--- config.mk ---
export PLATFORM = sky130hd
export DESIGN_NAME = md_pad6
export DESIGN_NICKNAME = d
export VERILOG_FILES = /design/src/rtl/md_pad6.sv
export SDC_FILE = /design/constraint.sdc
export NUM_CORES = 1
export LEC_CHECK = 0
export CAP_MARGIN = 5
export CORE_ASPECT_RATIO = 0.75
export CORE_MARGIN = 5
export CORE_UTILIZATION = 48
export CTS_BUF_LIST = sky130_fd_sc_hd__clkbuf_8
export DETAILED_ROUTE_END_ITERATION = 6
export PLACE_DENSITY = 0.81
export SLEW_MARGIN = 20
export SYNTH_ARGS = -nofsm -noshare
export SYNTH_HDL_FRONTEND = slang
export SYNTH_SLANG_ARGS = --single-unit
--- constraint.sdc ---
create_clock -name MCLK -period 2.7 [get_ports MCLK]
set_input_delay 0.54 -clock MCLK [delete_from_list [all_inputs] [get_ports MCLK]]
set_output_delay 0.54 -clock MCLK [all_outputs]
set_load 0.02 [all_outputs]
--- src/rtl/md_pad6.sv ---
// md_pad6: controller-side responder for one Mega Drive I/O port.
// Answers the console's TH-select protocol as a 6-button pad (or a plain
// 3-button pad when six_btn_en=0). All pin levels are active-low; bit 6
// echoes the effective TH level. The board merges pad_data with the
// console drive per bit, so bits the console drives are computed but ignored.
module md_pad6 #(
  parameter int TIMEOUT = 80000,
  parameter int TMR_W   = 17
) (
  input  logic        MCLK,
  input  logic        reset,
  input  logic [6:0]  pa_o,
  input  logic [6:0]  pa_d,
  input  logic [11:0] buttons,
  input  logic        six_btn_en,
  output logic [6:0]  pad_data,
  output logic [2:0]  phase
);

  localparam logic [TMR_W-1:0] TMR_LAST = TMR_W'(TIMEOUT - 1);

  logic             th;
  logic             th_q;
  logic             th_prev;
  logic             fall;
  logic             rise;
  logic [TMR_W-1:0] tmr;
  logic [TMR_W-1:0] tmr_nxt;
  logic [2:0]       phase_nxt;
  logic [6:0]       pad_nxt;
  logic [11:0]      nb;
  logic             unused_ok;

  // An undriven TH line is pulled high on the board.
  assign th   = pa_d[6] ? 1'b1 : pa_o[6];
  assign fall = th_prev & ~th_q;
  assign rise = ~th_prev & th_q;
  assign nb   = ~buttons;

  // Only TH matters to the pad; the other console pins are don't-care here.
  assign unused_ok = &{1'b0, pa_o[5:0], pa_d[5:0]};

  // Phase counter and inactivity timer; an edge beats a simultaneous timeout.
  always_comb begin
    tmr_nxt   = tmr + TMR_W'(1);
    phase_nxt = phase;
    if (fall || rise) begin
      tmr_nxt = '0;
    end else if (tmr == TMR_LAST) begin
      tmr_nxt = '0;
    end
    if (!six_btn_en) begin
      phase_nxt = 3'd0;
    end else if (fall) begin
      phase_nxt = (phase == 3'd4) ? 3'd4 : phase + 3'd1;
    end else if (rise) begin
      phase_nxt = phase;
    end else if (tmr == TMR_LAST) begin
      phase_nxt = 3'd0;
    end
  end

  // Pin pattern selected by the current TH level and the updated phase.
  always_comb begin
    pad_nxt = 7'h7F;
    if (th_q) begin
      if (phase_nxt == 3'd3) begin
        pad_nxt = {1'b1, nb[6], nb[5], nb[11], nb[8], nb[9], nb[10]};
      end else begin
        pad_nxt = {1'b1, nb[6], nb[5], nb[3], nb[2], nb[1], nb[0]};
      end
    end else begin
      case (phase_nxt)
        3'd3:    pad_nxt = {1'b0, nb[7], nb[4], 4'b0000};
        3'd4:    pad_nxt = {1'b0, nb[7], nb[4], 4'b1111};
        default: pad_nxt = {1'b0, nb[7], nb[4], 2'b00, nb[1], nb[0]};
      endcase
    end
  end

  // State registers: TH sampling, edge history, phase, timer, output pins.
  always_ff @(posedge MCLK) begin
    if (reset) begin
      th_q     <= 1'b1;
      th_prev  <= 1'b1;
      phase    <= 3'd0;
      tmr      <= '0;
      pad_data <= 7'h7F;
    end else begin
      th_q     <= th;
      th_prev  <= th_q;
      phase    <= phase_nxt;
      tmr      <= tmr_nxt;
      pad_data <= pad_nxt;
    end
  end

endmodule

# Yosys cells after proc, flatten, opt, wreduce, memory -nomap -nowiden

Index checks and enable logic that the tools add are counted.

Register bits: 29
Input bits: 29
Logic and storage cells: 27

Add/sub/neg operators: 2
Eq/ne operators: 4
Multiplexer cells: 8
Bitwise logic cells: 5
Reductions and logical operators: 3

Operator list:

| operator              | count |
|---|---|
| $add 17x1->17 const B | 1 |
| $eq 17x17->1 const B  | 1 |
| $mux 3                | 5 |
| $not 12->12           | 1 |
| $pmux 4 s2            | 1 |
| $mux 7                | 1 |
| $eq 3x3->1 const B    | 2 |
| $mux 4                | 1 |
| $add 3x1->3 const B   | 1 |
| $eq 3x2->1 const B    | 1 |
| $reduce_or 3->1       | 1 |
| $and 1x1->1           | 2 |
| $not 1->1             | 2 |
| $reduce_or 2->1       | 1 |
| $logic_or 1x1->1      | 1 |

# Depth between registers and ports, before layout

Depth after elaboration: 8
Mapped depth: 8

# Least setup slack after synthesis

No wires, ideal clock.

Path kind: register to register
Start: register th_q
End: register pad_data[2]
Setup time: 0.116 ns
Data arrival time: 1.864 ns
Data required time: 2.584 ns
Setup slack: 0.720 ns
Cell stages (with the launch flop): 9
Buffers on the path: 1
Cells stage by stage: dfxtp_1 -> clkbuf_1 -> inv_1 -> ha_1 -> and3b_1 -> inv_1 -> o21ai_0 -> nand4_1 -> a31o_1

Word-level cells in the longest chain between the ends: 7
Elaborated cells on any way between the ends: 11
Classes of those cells: eq/ne (2); mux (6); bitwise (3)

Ends and longest elaborated chain:

| item                                            | RTL line | source |
|---|---|---|
| start, declared                                 | 23       | `logic th_q;` |
| start signal, assigned                          | 90       | `th_q <= th;` |
| $and 1x1->1 / $not 1->1 (equally long branches) | 37, 36   |  |
| $mux 3 / $and 1x1->1 (equally long branches)    | 56, 36   |  |
| $mux 3                                          | 54       | `end else if (fall) begin` |
| $mux 3                                          | 52       | `if (!six_btn_en) begin` |
| $eq 3x3->1 / $eq 3x2->1 (equally long branches) | 73, 67   |  |
| $pmux 4 s2 / $mux 4 (equally long branches)     | 73, 67   |  |
| $mux 7 *                                        | 66       | `if (th_q) begin` |
| end signal, assigned                            | 94       | `pad_data <= pad_nxt;` |
| end, declared                                   | 16       | `output logic [6:0] pad_data,` |

Every way passes the cells marked *; elsewhere a longest branch is shown, timed or not.
A chain may end at the register's enable or synchronous reset.

# Worst setup path in the final report

Start: register th_q
End: register pad_data[3]

The elaborated chain is that of the path after synthesis.

==> summary.txt <==
Reg area: 560.5 um^2
gpl congestion: 0.8042
Die Y: 55.61 um
worst slew pin tran: 0.5846 ns
Worst slew margin: 60.79%
CTS buffer count: 3
routed wire length: 2729 um
DRC: 0
syn_area_per_cell: 9.181 um^2
Worst Path Required: 2.88 ns
ANT nets after route: 0
Synth top area share: 42.11%
top cells by area, synth: dfxtp_1, nor2_1, xor2_1
Die W: 70.81 um
Sw Share: 21.95%
routed length per instance: 13.18 um
Rows: 16
GR Overflow Total: 0
RSZ-0062 raised after global routing: false
die area: 0.003938 mm^2
placed instance count: 203
vias per cell: 5.430
hold-fix buffers at CTS: 0
area leader, netlist: dfxtp_1
number of synthesized flops with an enable pin: 0
CTS resizes: 0
Synthesis Warnings: 0
Final nets: 206
Initial Util: 50.38%
Syn Std Cell Area: 0.001331 mm^2
CP cell instances: inv_1 -> ha_1 -> nor2b_1 -> a21oi_1 -> a211oi_1 -> nand4_1 -> a31o_1
FMAX: 0.4340 GHz
Power Dens Cells: 458.8 mW/mm^2
vias in the first global route: 1,043
Core ar.: 0.002643 mm^2
Tcrit/Tclk final: 85.33%
Initial DRC Count: 69
CTS tree: done
post-layout minimum cycle time: 2.304 ns
status: completed
Reg clk slew, reported paths: 0.09 ns
Gate power share: 10.3%
pre-CTS WS: 0.3965 ns
routed vias: 1,124
Worst-Skew Late Latency: 0.28 ns
endpoints failing setup: 0
Netlist cell types: 37
Psw: 0.0001684 W
Post-Synthesis Cells: 145
Startpoint Class: register
setup ws final: 0.3961 ns
synthesized flop and latch total: 28
fin. max-slew vios: 0
fill count: 235
total iterations of the first detailed-routing run: 4
Bufs and invs on worst path: 1
Setup Crit Path Kind: register to register
synth cell count leaders: dfxtp_1, nor2_1, xor2_1
CTS Root Cell: clkbuf_8
nature of the critical path endpoint: register
Critical Path Max Stage Delay: 0.54 ns
register area share after synthesis: 42.11%
Most used DFF post-synth: dfxtp_1
global-route wire length before repair: 4491 um
Hold Vio Cnt, Final: 0
Ant. Diodes: 0
worst path arrival time: 2.48 ns
Flop pwr share: 56.2%
skew final: 0.001960 ns
Area Overhead vs Synth: 25.56%
CP max stage cell: a211oi_1
Async SR Flop Fraction: 0%
hold crit path type: register to register
Sinks on Clock Net: 28
setup TNS: 0 ns
total design power: 0.0007670 W
P_int: 0.0005986 W
Ports: 39
Syn Nets: 179
initial antenna violation count: 0
H-tree depth: 1
layout cells sized above 1: 9.357%
post-DP HPWL: 2124 um
leakage power: 0.6409 nW
CTS max path bufs: 2
Peak VDD IR: 0.3477 mV
clock share of power: 33.5%
setup repair bufs after CTS: 0
utilization of the core after routing: 63.26%
GRT Resource Usage Total: 14.34%
Finished Layout Cells: 207
count leader, synth: dfxtp_1
dominant delay contributor by cell family on the critical path: compound AO/OA/AOI/OAI gates
Maximum Capacitance Violations: 0
number of port buffers: 26
largest net degree at the start of global routing: 18
peak fanout along the critical path: 7
multi-input combinational cell area: 724.4 um^2
## registers in the layout, summed over array words and instances (netlist names)
| register | count |
|---|---|
| pad_data | 7 |
| phase | 3 |
| tmr | 17 |
| th_q | 1 |
## worst reg2reg max path: stages (launching register included)
cell and delay, ns:
dfxtp_1 0.39, inv_1 0.17, ha_1 0.31, nor2b_1 0.21, a21oi_1 0.11, a211oi_1 0.54, nand4_1 0.21, a31o_1 0.26
## per-stage QoR
step	area, um^2	hold WS [ns]
floorplan	1331	0.4415
global placement	1617	0.4684
finish	1672	0.4947
detailed placement	1617	0.4822
global route	1672	0.5575
CTS	1672	0.5035
## final timing paths
check / startpoint / endpoint / slack (ns) / cells past startpoint
worst max-delay path: th_q$_SDFF_PP1_ / pad_data[3]$_SDFF_PP1_ / 0.40 / 7
worst min-delay path: tmr[0]$_SDFF_PP0_ / tmr[0]$_SDFF_PP0_ / 0.49 / 1
worst max register to register: th_q$_SDFF_PP1_ / pad_data[3]$_SDFF_PP1_ / 0.40 / 7
worst min register to register: tmr[0]$_SDFF_PP0_ / tmr[0]$_SDFF_PP0_ / 0.49 / 1
## power groups by stage
stage	clock, W	combinational (W)	sequential (W)
global placement	0	0.0000767	0.000440
global route	0.000283	0.0000848	0.000432
finish	0.000257	0.0000787	0.000431
detailed placement	0	0.0000794	0.000441
CTS	0.000263	0.0000797	0.000431
floorplan	0	0.0000317	0.000446
## placed cells by master, fill, tap and decap left out, types with 3 or more instances in the layout
cell | synthesis | final
dfxtp_1 | 28 | 28
clkdlybuf4s50_1 | 0 | 26
nor2_1 | 22 | 22
xor2_1 | 9 | 9
inv_1 | 7 | 7
nand2_1 | 7 | 7
nand3_1 | 7 | 7
nand4_1 | 6 | 6
xnor2_1 | 6 | 6
ha_1 | 5 | 5
and3_1 | 4 | 4
or2_2 | 4 | 4
a31o_1 | 4 | 4
clkbuf_8 | 0 | 4
nor3_1 | 3 | 3
a21oi_1 | 3 | 3
## layout make-up
class                      instances  area share (%)
clock buffer                       4           3.293
tap                               36           2.695
inverter                           7           1.572
multi-input combinational        106           43.34
timing repair buffer              26           15.57
sequential                        28           33.53
## routing by layer
metal  vias to the layer above  track usage, %  wire length (um)
met3                         5           4.513               128
li1                        560               -                 -
met4                         0           7.239                46
met1                       528           16.98              1260
met2                        31           23.25              1294
met5                         -               0                 0
## cell families (layout without fill, tap and decap cells)
family                   Yosys count  in the layout  synth area share, %
AO/OA/AOI/OAI                     20             20                11.94
XOR/XNOR                          15             15                9.869
adder cells (fa/ha/maj)            5              5                4.699
buffers and inverters             11             37                3.478
flip-flops                        28             28                42.11
multiplexers                       2              2                1.504
AND/OR/NAND/NOR                   64             64                26.41
No activity file was read; power rests on OpenSTA's default activity.
